### src/rtl/viterbi_decoder_pkg.sv
// Shared definitions for the K=3, rate-1/2 Viterbi decoder: FSM encoding,
// metric sizing, generator taps and small arithmetic helpers.
package viterbi_decoder_pkg;

    typedef enum logic [2:0] {
        StIdle    = 3'd0,
        StLoad    = 3'd1,
        StCompute = 3'd2,
        StTrace   = 3'd3,
        StDone    = 3'd4
    } state_e;

    localparam int unsigned NumStates = 4;
    localparam int unsigned MetricW   = 5;
    localparam logic [MetricW-1:0] MetricMax = 5'd31;

    // Generator taps over {u, s1, s0}: 7 and 5 octal
    localparam logic [2:0] Gen0 = 3'b111;
    localparam logic [2:0] Gen1 = 3'b101;

    typedef logic [NumStates-1:0][MetricW-1:0] metric_vec_t;
    typedef logic [NumStates-1:0][1:0]         flag_vec_t;

    // Encoder output {c0, c1} for input u leaving state s
    function automatic logic [1:0] branch_out(logic u, logic [1:0] s);
        logic [2:0] taps;
        taps = {u, s};
        return {^(taps & Gen0), ^(taps & Gen1)};
    endfunction

    function automatic logic [1:0] hamming(logic [1:0] a, logic [1:0] b);
        logic [1:0] x;
        x = a ^ b;
        return {1'b0, x[1]} + {1'b0, x[0]};
    endfunction

    function automatic logic [MetricW-1:0] add_sat(logic [MetricW-1:0] a, logic [1:0] b);
        logic [MetricW:0] s;
        s = {1'b0, a} + {{(MetricW - 1){1'b0}}, b};
        return (s > {1'b0, MetricMax}) ? MetricMax : s[MetricW-1:0];
    endfunction

    // Index of the smallest metric, lowest index wins ties
    function automatic logic [1:0] min_state(metric_vec_t m);
        logic [1:0] best;
        best = 2'd0;
        for (int i = 1; i < NumStates; i++) begin
            if (m[i] < m[best]) best = 2'(i);
        end
        return best;
    endfunction

endpackage

### src/rtl/viterbi_decoder_acs.sv
// Add-compare-select for all four trellis states in one stage.
module acs_unit
    import viterbi_decoder_pkg::*;
(
    input  logic [1:0]  sym,
    input  metric_vec_t metric_in,
    output metric_vec_t metric_out,
    output flag_vec_t   flag_out
);

    // State s={s1,s0} is reached from {s0,0} and {s0,1} with input u=s1
    always_comb begin
        metric_out = '0;
        flag_out   = '0;
        for (int s = 0; s < NumStates; s++) begin
            logic [1:0]         sv, pa, pb;
            logic [MetricW-1:0] sum_a, sum_b;
            sv    = 2'(s);
            pa    = {sv[0], 1'b0};
            pb    = {sv[0], 1'b1};
            sum_a = add_sat(metric_in[pa], hamming(sym, branch_out(sv[1], pa)));
            sum_b = add_sat(metric_in[pb], hamming(sym, branch_out(sv[1], pb)));
            if (sum_a <= sum_b) begin
                metric_out[s] = sum_a;
                flag_out[s]   = pa;
            end else begin
                metric_out[s] = sum_b;
                flag_out[s]   = pb;
            end
        end
    end

endmodule

### src/rtl/viterbi_decoder.sv
// Hard-decision Viterbi decoder: forward ACS pass into a survivor array,
// then a one-bit-per-cycle traceback from the best final state.
module viterbi_decoder
    import viterbi_decoder_pkg::*;
#(
    parameter int unsigned N = 9
) (
    input  logic             clk,
    input  logic             rst,
    input  logic             st,
    input  logic [2*N+1:0]   code_in,
    output logic [N:0]       data_out,
    output logic             done,
    output logic [6:0]       ram_test0,
    output logic [6:0]       ram_test1,
    output logic [6:0]       ram_test2,
    output logic [6:0]       ram_test3,
    output logic             done_comp_test,
    output logic             done_compute_test,
    output logic             done_trk_test,
    output logic [1:0]       data_in_test,
    output logic [2:0]       state_test,
    output logic [1:0]       node_test,
    output logic [3:0]       base_addr_test,
    output logic [4:0]       cnt_test,
    output logic             data_out_trk_test,
    output logic [1:0]       flag_trk_test
);

    localparam int unsigned L     = N + 1;
    localparam int unsigned AddrW = (L > 1) ? $clog2(L) : 1;
    localparam int unsigned CntW  = 5;

    state_e            state_q, state_d;
    logic [2*L-1:0]    code_q, code_d;
    metric_vec_t       metric_q, metric_d;
    logic [CntW-1:0]   cnt_q, cnt_d;
    logic [1:0]        node_q, node_d;
    logic [L-1:0]      data_out_q, data_out_d;
    logic              done_q, done_d;
    logic [6:0]        ram_q [L][NumStates];
    logic              ram_we;
    logic [AddrW-1:0]  addr;
    logic [1:0]        sym;
    metric_vec_t       acs_metric;
    flag_vec_t         acs_flag;
    logic [1:0]        trk_flag;
    logic              last_stage;
    logic              first_stage;

    assign addr        = cnt_q[AddrW-1:0];
    assign last_stage  = (cnt_q == CntW'(N));
    assign first_stage = (cnt_q == '0);
    assign trk_flag    = ram_q[addr][node_q][1:0];

    // Pick the received symbol for the current stage
    always_comb begin
        sym = '0;
        for (int i = 0; i < L; i++) begin
            if (cnt_q == CntW'(i)) sym = code_q[2*i +: 2];
        end
    end

    acs_unit u_acs (
        .sym        (sym),
        .metric_in  (metric_q),
        .metric_out (acs_metric),
        .flag_out   (acs_flag)
    );

    // Next-state logic for the decode sequence
    always_comb begin
        state_d    = state_q;
        code_d     = code_q;
        metric_d   = metric_q;
        cnt_d      = cnt_q;
        node_d     = node_q;
        data_out_d = data_out_q;
        ram_we     = 1'b0;
        // Registered so done trails entry into StDone by one clock
        done_d     = (state_q == StDone) && !st;
        case (state_q)
            StIdle: begin
                if (st) begin
                    state_d = StLoad;
                    code_d  = code_in;
                end
            end
            StLoad: begin
                for (int s = 1; s < NumStates; s++) metric_d[s] = MetricMax;
                metric_d[0] = '0;
                cnt_d       = '0;
                state_d     = StCompute;
            end
            StCompute: begin
                metric_d = acs_metric;
                ram_we   = 1'b1;
                if (last_stage) begin
                    node_d  = min_state(acs_metric);
                    state_d = StTrace;
                end else begin
                    cnt_d = cnt_q + 1'b1;
                end
            end
            StTrace: begin
                data_out_d[addr] = node_q[1];
                node_d           = trk_flag;
                if (first_stage) state_d = StDone;
                else             cnt_d   = cnt_q - 1'b1;
            end
            StDone: begin
                if (st) begin
                    state_d = StLoad;
                    code_d  = code_in;
                end
            end
            default: state_d = StIdle;
        endcase
    end

    // Control and datapath registers
    always_ff @(posedge clk or negedge rst) begin
        if (!rst) begin
            state_q    <= StIdle;
            code_q     <= '0;
            metric_q   <= '0;
            cnt_q      <= '0;
            node_q     <= '0;
            data_out_q <= '0;
            done_q     <= 1'b0;
        end else begin
            state_q    <= state_d;
            code_q     <= code_d;
            metric_q   <= metric_d;
            cnt_q      <= cnt_d;
            node_q     <= node_d;
            data_out_q <= data_out_d;
            done_q     <= done_d;
        end
    end

    // Survivor array: {metric, predecessor} per state per stage
    always_ff @(posedge clk or negedge rst) begin
        if (!rst) begin
            for (int t = 0; t < L; t++) begin
                for (int s = 0; s < NumStates; s++) ram_q[t][s] <= '0;
            end
        end else if (ram_we) begin
            for (int s = 0; s < NumStates; s++) ram_q[addr][s] <= {acs_metric[s], acs_flag[s]};
        end
    end

    // Result and debug views
    always_comb begin
        data_out          = data_out_q;
        done              = done_q;
        ram_test0         = ram_q[addr][0];
        ram_test1         = ram_q[addr][1];
        ram_test2         = ram_q[addr][2];
        ram_test3         = ram_q[addr][3];
        done_comp_test    = (state_q == StCompute);
        done_compute_test = (state_q == StCompute) && last_stage;
        done_trk_test     = (state_q == StTrace) && first_stage;
        data_in_test      = (state_q == StCompute) ? sym : 2'b00;
        state_test        = state_q;
        node_test         = node_q;
        base_addr_test    = 4'(cnt_q);
        cnt_test          = cnt_q;
        data_out_trk_test = (state_q == StTrace) && node_q[1];
        flag_trk_test     = (state_q == StTrace) ? trk_flag : 2'b00;
    end

endmodule

### config.mk
export PLATFORM = sky130hd
export DESIGN_NAME = viterbi_decoder
export DESIGN_NICKNAME = d
export VERILOG_FILES = /design/src/rtl/viterbi_decoder_pkg.sv /design/src/rtl/viterbi_decoder_acs.sv /design/src/rtl/viterbi_decoder.sv
export SDC_FILE = /design/constraint.sdc
export NUM_CORES = 1
export LEC_CHECK = 0
export CORE_ASPECT_RATIO = 0.9
export CORE_MARGIN = 4
export CORE_UTILIZATION = 50
export DETAILED_ROUTE_END_ITERATION = 10
export GPL_ROUTABILITY_DRIVEN = 0
export PLACE_DENSITY = 0.68
export SYNTH_ARGS = -nofsm -noshare
export SYNTH_HDL_FRONTEND = slang
export SYNTH_SLANG_ARGS = --single-unit
### constraint.sdc
create_clock -name clk -period 32.6 [get_ports clk]
set_input_delay 3.26 -clock clk [delete_from_list [all_inputs] [get_ports clk]]
set_output_delay 3.26 -clock clk [all_outputs]
set_load 0.01 [all_outputs]
# ---- Word-level counts from Yosys, hierarchy flattened
# Index checks and enable logic that the tools add are counted.
dict set report word_totals {
  ramBits 0
  ff_bits 341
  out_inout_bits 61
  rom_bits 0
  in_bits 23
  mem_count 0
  latchBits 0
  wordCells 197
}
dict set report classes {
  n_mux 71
  n_mul 0
  addsub 14
  n_bitwise 5
  n_lt_le_gt_ge 22
  n_div 0
  n_reduce_logical 17
  eq_ne 18
  shift 0
}
# cell count
set ops {}
lappend ops {{280-bit bitwise mux} 4}
lappend ops {{28-bit demux with 4-bit select} 4}
lappend ops {{28-bit binary-select mux with 4-bit select} 1}
lappend ops {{28-bit two-way mux} 3}
lappend ops {{5-bit two-way mux} 16}
lappend ops {{5-bit by 2-bit adder with 6-bit output} 8}
lappend ops {{6-bit by 5-bit > comparator with 1-bit output (second input constant)} 8}
lappend ops {{2-bit two-way mux} 21}
lappend ops {{20-bit case mux with 2 select lines} 1}
lappend ops {{21-bit two-way mux} 1}
lappend ops {{5-bit binary-select mux with 2-bit select} 2}
lappend ops {{5-bit by 3-bit == test with 1-bit output (second input constant)} 4}
lappend ops {{5-bit less-or-equal comparator} 4}
lappend ops {{5-bit < comparator} 3}
lappend ops {{5-bit case mux with 3 select lines} 1}
lappend ops {{7-bit binary-select mux with 2-bit select} 1}
lappend ops {{14-bit two-way mux} 1}
lappend ops {{3-bit case mux with 4 select lines} 1}
lappend ops {{10-bit bitwise mux} 1}
lappend ops {{5-bit by 2-bit == test with 1-bit output (second input constant)} 2}
lappend ops {{5-bit by 4-bit == test with 1-bit output (second input constant)} 2}
lappend ops {{3-bit two-way mux} 3}
lappend ops {{1-bit by 1-bit adder with 2-bit output} 4}
lappend ops {{1-bit two-way mux} 7}
lappend ops {{30 further kinds} 44}

# ---- Logic depth before layout (Yosys ltp)
# Gate-level depths: netlist (run 1).
dict set report logic_depth {
  depth_word 34
  mapped_depth 55
  depth_no_buf 48
}

# ---- By module
# Synthesis (run 1) repeated with hierarchy kept, for this count alone.
dict set report unflattened {
  cells_unflattened 1465
  area_unflattened_um2 17634.4
}
# mod seq_area_each_um2 cells_each instances area_each_um2
set by_module_without_submodules {}
lappend by_module_without_submodules {viterbi_decoder 8533.2 1209 1 15785.1}
lappend by_module_without_submodules {acs_unit 0.0 256 1 1849.3}

# ---- Least setup slack after synthesis (run 1)
# Ideal clock, no wire load.
dict set report synth_timing {
  path_type {register to register}
  startpoint {register cnt_q[0], in the netlist cnt_test[0]}
  endpoint {register node_q[0], in the netlist node_test[0]}
  n_path_buf 7
  stages_incl_launch_ff 55
  slack_ns 22.043
  arrival_ns 10.479
  synth_period_minus_slack_ns 10.557
  required_time_ns 32.522
  setup_ns 0.078
  path_cell_list {dfrtp_1 -> buf_1 -> clkbuf_1 -> buf_1 -> clkbuf_1 -> inv_1 -> ha_1 -> clkbuf_1 -> nand2_1 -> nor2_1 -> a21oi_1 -> nor2_1 -> a21oi_1 -> o21ai_0 -> a22oi_1 -> a21o_1 -> inv_1 -> ha_1 -> [19 not listed] -> a21oi_1 -> ha_1 -> a21oi_1 -> nor2b_1 -> o21ai_0 -> nand2b_1 -> a41oi_1 -> a21o_2 -> mux2_4 -> ha_1 -> a21o_1 -> a21o_1 -> a21oi_1 -> nand2_1 -> o21a_1 -> o22ai_1 -> a22oi_1 -> o21bai_1}
}
dict set report synth_via {
  elab_chain_len 34
  word_cells_on_any_way 84
  cone_classes {add/sub (12); order compare (15); eq/ne (10); mux (41); bitwise (4); reduce/logical (2)}
}
# element line
set synth_rtl {}
lappend synth_rtl {{start: declaration} viterbi_decoder.sv:37} ;# logic [CntW-1:0] cnt_q, cnt_d;
lappend synth_rtl {{start signal: assignment} viterbi_decoder.sv:135} ;# cnt_q <= cnt_d;
lappend synth_rtl {{5-bit logical NOT} viterbi_decoder.sv:60} ;# if (cnt_q == CntW'(i)) sym = code_q[2*i +: 2];
lappend synth_rtl {{2-bit two-way mux (10 in series)} viterbi_decoder.sv:60}
lappend synth_rtl {{1-bit NOT (no line) / 2-bit NOT (equally long branches)} -}
lappend synth_rtl {{1-bit by 1-bit adder with 2-bit output} viterbi_decoder_pkg.sv:34} ;# return {1'b0, x[1]} + {1'b0, x[0]};
lappend synth_rtl {{5-bit by 2-bit adder with 6-bit output} viterbi_decoder_pkg.sv:39} ;# s = {1'b0, a} + {{(MetricW - 1){1'b0}}, b};
lappend synth_rtl {{6-bit by 5-bit > comparator with 1-bit output} viterbi_decoder_pkg.sv:40} ;# return (s > {1'b0, MetricMax}) ? MetricMax : s[MetricW-1:0];
lappend synth_rtl {{5-bit two-way mux} viterbi_decoder_pkg.sv:40}
lappend synth_rtl {{5-bit less-or-equal comparator} viterbi_decoder_acs.sv:23} ;# if (sum_a <= sum_b) begin
lappend synth_rtl {{[9 not listed]} -}
lappend synth_rtl {{2-bit two-way mux} viterbi_decoder.sv:98} ;# if (last_stage) begin
lappend synth_rtl {{2-bit two-way mux} viterbi_decoder.sv:82} ;# case (state_q)
lappend synth_rtl {{5-bit binary-select mux with 2-bit select} viterbi_decoder_pkg.sv:48} ;# if (m[i] < m[best]) best = 2'(i);
lappend synth_rtl {{5-bit two-way mux (implied by the code)} viterbi_decoder_pkg.sv:48}
lappend synth_rtl {{5-bit < comparator} viterbi_decoder_pkg.sv:48}
lappend synth_rtl {{2-bit two-way mux} viterbi_decoder_pkg.sv:48}
lappend synth_rtl {{2-bit two-way mux} viterbi_decoder.sv:98}
lappend synth_rtl {{2-bit case mux with 2 select lines} viterbi_decoder.sv:82}
lappend synth_rtl {{end signal: assignment} viterbi_decoder.sv:136} ;# node_q <= node_d;
lappend synth_rtl {{end: declaration} viterbi_decoder.sv:38} ;# logic [1:0] node_q, node_d;
# Parallel ways exist; a longest one is shown, timed or not. The select of a mux whose other input is x is not followed.
# A chain may end at the register's enable or synchronous reset.

# ---- Worst setup path after layout (run 1)
# Same ends and word-level chain as after synthesis.

==> metrics.md, run 1 <==
| Metric | Value |
|---|---|
| Ys flop type | dfrtp_1 |
| Initial core utilization | 0.511 |
| DRT Wirelength | ~43000 µm |
| Worst hold path class | reg2reg |
| Final Max Slew Viols | 0 |
| Mux cell area share after synthesis | 0.149 |
| Worst r2r src | cnt_test[0]$_DFFE_PN0P_ |
| R2R depth | 47 |
| CTS Root Cell | clkbuf_16 |
| Area delta synth->final | 12.6% |
| DR iter-0 viols | 875 |
| Post-synth cell types | 62 |
| Number of port buffers | 81 |
| Main combinational cell family by area after synthesis | multiplexers |
| DR vias | 12.1k |
| M3 GR Usage | 0.0354 |
| Clk buf depth | 3 |
| Post-synthesis xor/xnor area fraction | 0.0107 |
| Die area | 35800 µm² |
| Crit path DAT | 11.27 ns |
| Min-delay src | ram_q[71]$_DFFE_PN0P_ |
| Core footprint | 32100 µm² |
| Rows | 62 |
| Die height | between 150 and 200 µm |
| Vias in the first global route | 12.1k |
| Avg Inst Size Synth | around 10 µm² |
| DPL Wire Length | 26000 µm |
| Routed Antenna Nets | 0 |
| CTS Buf Count | 35 |
| Initial antenna violation count | 1 |
| Met1 Use GR | 0.363 |
| Post-Synth Adder-Cell Area | 0.0412 |
| CTS sink count | approximately 320 |
| Crit Path Max Fanout | 40 |
| CTS Hold Bufs | 0 |
| Delay-heaviest family, CP | compound AO/OA/AOI/OAI gates |
| Max Freq | 92.4 MHz |
| Instance area at placement | 17400 µm² |
| Outcome | finished, final reports clean |
| Clock slew at reported path FFs | 0.06 ns |
| Remaining Overflow, GRT | 0 |
| Most common cell on crit path | ha_1 |
| Setup CP Type | reg2reg |
| CP required | 33.05 ns |
| Least-Margin Pin Slew | 1.18 ns |
| Met2 usage | 0.372 |
| CP bufs+invs | 3 |
| IO Count | 84 |
| Setup Fix Bufs, Post-CTS | 0 |
| Endpoint class of the critical path | flop |
| FF-to-FF End | node_test[0]$_DFFE_PN0P_ |
| Number of synthesized register bits | roughly 320 |
| Hold path cells | 1 |
| Clk Latency, worst-skew pair | around 0.53 ns |
| Synth warn | 0 |
| Worst hold slack | between 0.4 and 0.5 ns |
| Cells after Synth | ~1.6k |
| Fin cells | 2066 |
| Max-Slew Margin vs Limit | 0.213 |
| Number of remaining DRC errors | 0 |
| Post-Syn Area | 16400 µm² |
| Fillers | approximately 2.8k |
| Async SR Flop Fraction | 1.00 |
| Share of post-route cells with drive strength above 1 | 0.156 |
| RSZ-0062 raised after global routing | no |
| Seq/Total Area, Yosys | 0.490 |
| Post-route minimum period | 10.82 ns |
| GRT busiest layer | met2 |
| Routed len/inst | 20.8 µm |
| CP startpoint kind | flop |
| Nets@finish | 1704 |
| CTS tree | done |
| Tcrit/Tclk final | 0.332 |
| Number of synthesized flops with an enable pin | 0 |
| CTS resizes | 0 |
| First-pass GRT wire length | roughly 70000 µm |
| CP max-delay cell | dfrtp_4 |
| # setup viols final | 0 |
| Worst Hold Path EP | ram_q[71]$_DFFE_PN0P_ |
| Reg2Reg Setup Slack | about 22 ns |
| # diodes | 0 |
| H-tree Lvls | 2 |
| Post-Synth Simple-Gate Area | 0.122 |
| Pre-antenna DRT Iters | 5 |
| Setup Skew | 0.0188 ns |
| Largest net degree at the start of global routing | 108 |
| Largest stage delay, worst path | 0.90 ns |
| Setup TNS | 0 ns |
| Max cap viols | 0 |
| Global-route usage over all layers | 0.242 |
| Design area | about 18000 µm² |
| Final hold vios | 0 |
| Die W | 199 µm |
| Vias per cell | between 5 and 6 |
| Placed cells | 2006 |
| Compound-gate portion of the synthesized area | 0.143 |
[synthesized netlist by cell type (4+ instances only)]
cell	number	area share
dfrtp_1	321	0.49
nand2_1	292	0.067
o21ai_0	276	0.084
clkbuf_1	113	0.026
mux2_2	96	0.066
nor2_1	76	0.017
ha_1	54	0.041
mux4_2	53	0.073
a21oi_1	51	0.016
inv_1	40	0.0092
a22oi_1	31	0.014
nand2b_1	27	0.010
nor2b_1	19	0.0072
nand3_1	13	0.0040
xnor2_1	12	0.0064
buf_1	10	0.0023
mux2i_1	9	0.0055
nor3_1	8	0.0024
o21a_1	8	0.0037
xor2_1	8	0.0043
a21o_1	7	0.0032
buf_4	6	0.0027
nand4_1	6	0.0023
or2_2	6	0.0023
a211oi_1	5	0.0023
o21bai_1	5	0.0023
and3_1	4	0.0015
mux2_4	4	0.0037
o22a_1	4	0.0021
o31ai_1	4	0.0018
[cells by family after synthesis]
| family | Yosys count |
|---|---|
| xor gates and xnor gates | 20 |
| muxes | 163 |
| AOI/OAI and AO/OA | 413 |
| DFF | 321 |
| buffers and inverters | 177 |
| other | 1 |
| and+or+nand+nor | 467 |
| adders and majority gates | 54 |
[worst max-delay path by stage]
| stage | cells past startpoint | slack, ns | start | to |
|---|---|---|---|---|
| floorplan | 54 | 22.04 | cnt_test[0]$_DFFE_PN0P_ | node_test[0]$_DFFE_PN0P_ |
| global placement | 45 | 22.39 | cnt_test[0]$_DFFE_PN0P_ | node_test[0]$_DFFE_PN0P_ |
| detailed placement | 47 | 22.04 | cnt_test[0]$_DFFE_PN0P_ | node_test[0]$_DFFE_PN0P_ |
| CTS | 47 | 21.90 | cnt_test[0]$_DFFE_PN0P_ | node_test[0]$_DFFE_PN0P_ |
| global route | 45 | 20.91 | cnt_test[0]$_DFFE_PN0P_ | node_test[0]$_DFFE_PN0P_ |
| finish | 47 | 21.78 | cnt_test[0]$_DFFE_PN0P_ | node_test[0]$_DFFE_PN0P_ |
[per-stage QoR]
step,utilization,setup slack (ns)
2_1_floorplan,-,22.04
5_1_grt,0.575,20.91
6_report,0.575,21.78
4_1_cts,0.575,21.90
3_3_place_gp,0.543,22.39
3_5_place_dp,0.543,22.04
[cell usage in the layout, fill, tap and decap left out, types with 3 or more instances in the layout]
| cell | count |
|---|---|
| a211oi_1 | 5 |
| nand2_2 | 7 |
| or2_2 | 6 |
| a21oi_1 | 51 |
| xnor2_1 | 12 |
| mux2i_1 | 9 |
| nand4_1 | 6 |
| mux4_2 | 53 |
| nand2_1 | 285 |
| and3_1 | 4 |
| nand2b_1 | 27 |
| o31ai_1 | 4 |
| nor2b_1 | 18 |
| clkbuf_1 | 15 |
| nor3b_1 | 3 |
| nor3_1 | 8 |
| mux2_2 | 96 |
| o22ai_1 | 3 |
| xor2_1 | 8 |
| clkinv_2 | 5 |
| a21o_1 | 7 |
| nand3_2 | 3 |
| nand3_1 | 10 |
| clkdlybuf4s50_1 | 80 |
| clkbuf_16 | 35 |
| buf_4 | 27 |
| inv_1 | 40 |
| a22oi_1 | 31 |
| nor2_1 | 75 |
| o21ai_0 | 276 |
| o21a_1 | 8 |
| dfrtp_1 | 319 |
| ha_1 | 54 |
| mux2_4 | 4 |
| o22a_1 | 4 |
| o21bai_1 | 5 |
[flip-flops by register name (all words and copies together) (netlist names)]
| signal | flops |
|---|---|
| cnt_test | 5 |
| code_q | 20 |
| data_out | 10 |
| done | 1 |
| metric_q | 20 |
| node_test | 2 |
| ram_q | 260 |
| state_test | 3 |
[per-layer routing]
metal	routed length (µm)	vias up	share of wire
li1	-	5617	-
met4	1190	0	0.028
met2	19400	340	0.45
met1	20100	6019	0.47
met3	2290	77	0.053
met5	0	-	0
[area by class of cell]
class,instances,area (µm²),area share
Sequential cell,321,8040,0.435
Timing Repair Buffer,108,1020,0.0551
Clock inverter,8,83.8,0.00454
Tap cell,416,520,0.0282
Multi-Input combinational cell,1119,7690,0.417
Clock buffer,52,960,0.0520
Inverter,42,158,0.00853
Power of run 1 is left out: the tool's default activity adds up to more than one toggle a clock period on the data nets, which glitch-free logic cannot reach.
==> inputs of run 2 (changes only) <==
==> constraint.sdc (replaced) <==
create_clock -name clk -period 10.1 [get_ports clk]
set_input_delay 1.01 -clock clk [delete_from_list [all_inputs] [get_ports clk]]
set_output_delay 1.01 -clock clk [all_outputs]
set_load 0.01 [all_outputs]
==> run 2 against run 1 <==
Compared with the run above: fmax is 15% higher; register-to-register slack worse by 21 ns; final cell count is 0.48% higher; via count is 1.1% higher; first-iteration DRC count is 13% lower; core utilization is 0.98 points higher; sequential share of layout area is 0.73 points lower; design area is 1.7% higher; clock skew is 0.0047 ns lower; global-route usage is 0.19 points higher; critical path type unchanged.
==> metrics.md, run 2 (same netlist as run 1, synthesis figures left out) <==
| Metric | Value |
|---|---|
| Routed Antenna Nets | 0 (unchanged) |
| Share of post-route cells with drive strength above 1 | 0.167 (was 0.156) |
| Max cap viols | 0 (unchanged) |
| Core footprint | 32100 µm² (unchanged) |
| CTS tree | done (unchanged) |
| Most common cell on crit path | ha_1 (unchanged) |
| Routed len/inst | 20.8 µm (about the same) |
| Post-route minimum period | 9.43 ns (was 10.82 ns) |
| Remaining Overflow, GRT | 0 (unchanged) |
| Tcrit/Tclk final | 0.934 (was 0.332) |
| Biggest regs | ram_q: 260 flops, code_q: 20 flops, metric_q: 20 flops (unchanged) |
| Die area | 35800 µm² (unchanged) |
| Largest stage delay, worst path | 0.50 ns (was 0.90 ns) |
| DR iter-0 viols | 765 (was 875) |
| CTS Root Cell | clkbuf_16 (unchanged) |
| CTS sink count | 321 (unchanged) |
| Area delta synth->final | 14.6% (was 12.6%) |
| Initial core utilization | 0.511 (unchanged) |
| Biggest register | ram_q (unchanged) |
| Pre-antenna DRT Iters | 5 (unchanged) |
| Global-route usage over all layers | 0.244 (was 0.242) |
| Most common library cell in the layout ignoring fill and taps | dfrtp_1 (unchanged) |
| Nets@finish | 1714 (was 1704) |
| Number of port buffers | 81 (unchanged) |
| Worst hold path class | reg2reg (unchanged) |
| CP required | 10.55 ns (was 33.05 ns) |
| Setup Skew | 0.0141 ns (was 0.0188 ns) |
| Number of remaining DRC errors | 0 (unchanged) |
| CP max-delay cell | dfrtp_4 (unchanged) |
| Endpoint class of the critical path | flop (unchanged) |
| # diodes | 0 (unchanged) |
| Setup CP Type | reg2reg (unchanged) |
| Die height | 180 µm (unchanged) |
| Final Max Slew Viols | 0 (unchanged) |
| First-pass GRT wire length | 69600 µm (was 68900 µm) |
| Least-Margin Pin Slew | 1.09 ns (was 1.18 ns) |
| Initial antenna violation count | 1 (unchanged) |
| DRT Wirelength | 43100 µm (was 42900 µm) |
| CTS Hold Bufs | 0 (unchanged) |
| Largest net degree at the start of global routing | 197 (was 108) |
| Max Freq | 106 MHz (was 92.4 MHz) |
| DR vias | 12.2k (was 12.1k) |
| Crit path DAT | 9.88 ns (was 11.27 ns) |
| H-tree Lvls | 2 (unchanged) |
| # setup viols final | 0 (unchanged) |
| Clk buf depth | 3 (unchanged) |
| IO Count | 84 (unchanged) |
| Crit Path Max Fanout | 13 (was 40) |
| Vias per cell | 5.87 (was 5.83) |
| CP startpoint kind | flop (unchanged) |
| Vias in the first global route | 12.3k (was 12.1k) |
| DPL Wire Length | 25800 µm (was 26000 µm) |
| CTS Buf Count | 35 (unchanged) |
| Outcome | finished, final reports clean (unchanged) |
| Final hold vios | 0 (unchanged) |
| Die W | 199 µm (unchanged) |
| Max-Slew Margin vs Limit | 0.273 (was 0.213) |
| Max reg flops | 260 (unchanged) |
| Setup TNS | 0 ns (unchanged) |
| Rows | 62 (unchanged) |
| Clk Latency, worst-skew pair | 0.52 ns (was 0.53 ns) |
| Commonest non-fill, non-tap cells in the layout | dfrtp_1, nand2_1, o21ai_0, mux2_2, clkdlybuf4s50_1 (unchanged) |
| Clock slew at reported path FFs | 0.06 ns (about the same) |
## run 2: cell count changes in the layout (fill, tap and decap cells not counted), moves of 2 or more
cell and delta:
nand2_2 -7, ha_4 +3, clkbuf_1 -10, clkinv_2 -2
clkbuf_8 +4, buf_4 +9, o21ai_0 -2, clkinvlp_4 +2
ha_1 -3, o21ai_1 +2, nand2_1 +7, bufinv_16 +5
## run 2: per-layer routing
metal,track usage,vias up,share of wire
li1,-,5629,-
met1,0.365,6075,0.46
met2,0.363,391,0.44
met3,0.0487,88,0.073
met4,0.0730,2,0.029
met5,0,-,0.00030
## run 2: metrics by stage
step,hold WS (ns),setup slack [ns],std cells,instance area (µm²),util
floorplan,0.428,0.113,1617,16400,-
global placement,0.444,0.841,2013,17500,0.544
detailed placement,0.448,0.450,2013,17500,0.544
CTS,0.467,0.323,2073,18700,0.582
global route,0.468,-0.00177,2076,18800,0.585
finish,0.462,0.670,2076,18800,0.585
## run 2: worst paths after layout
path | start | to | slack, ns | cells after the start
hold reg to reg | ram_q[211]$_DFFE_PN0P_ | ram_q[211]$_DFFE_PN0P_ | 0.46 | 1
setup / recovery | cnt_test[0]$_DFFE_PN0P_ | node_test[0]$_DFFE_PN0P_ | 0.67 | 47
setup reg to reg | cnt_test[0]$_DFFE_PN0P_ | node_test[0]$_DFFE_PN0P_ | 0.67 | 47
hold / removal | ram_q[211]$_DFFE_PN0P_ | ram_q[211]$_DFFE_PN0P_ | 0.46 | 1
min in group asynchronous | rst | ram_q[99]$_DFFE_PN0P_ | 0.56 | 1
max in group asynchronous | rst | metric_q[18]$_DFFE_PN0P_ | 7.95 | 2
## run 2: final cells by class
type / instances / area [µm²]
clock buffer: 46 / 977
clock inverter: 14 / 248
fill: 2758 / 13300
inverter: 42 / 158
multi-input combinational: 1119 / 7740
sequential: 321 / 8040
tap: 416 / 520
timing repair buffer: 118 / 1110
## run 2: timing repair
item | 4_1_cts | 5_1_grt
setup buffers | 0 | 3
gates resized for setup | 0 | 12
setup endpoints to repair | 0 | 2
## run 2: critical path, delay by kind of cell, from the launching register on
| family | cells | cell delay, ns |
|---|---|---|
| and+or+nand+nor | 8 | 0.74 |
| buffers and inverters | 4 | 0.50 |
| AOI/OAI and AO/OA | 24 | 4.27 |
| adders and majority gates | 8 | 2.37 |
| xor gates and xnor gates | 1 | 0.14 |
| DFF | 1 | 0.50 |
| muxes | 2 | 0.80 |
Power of run 2 is left out for the same reason.
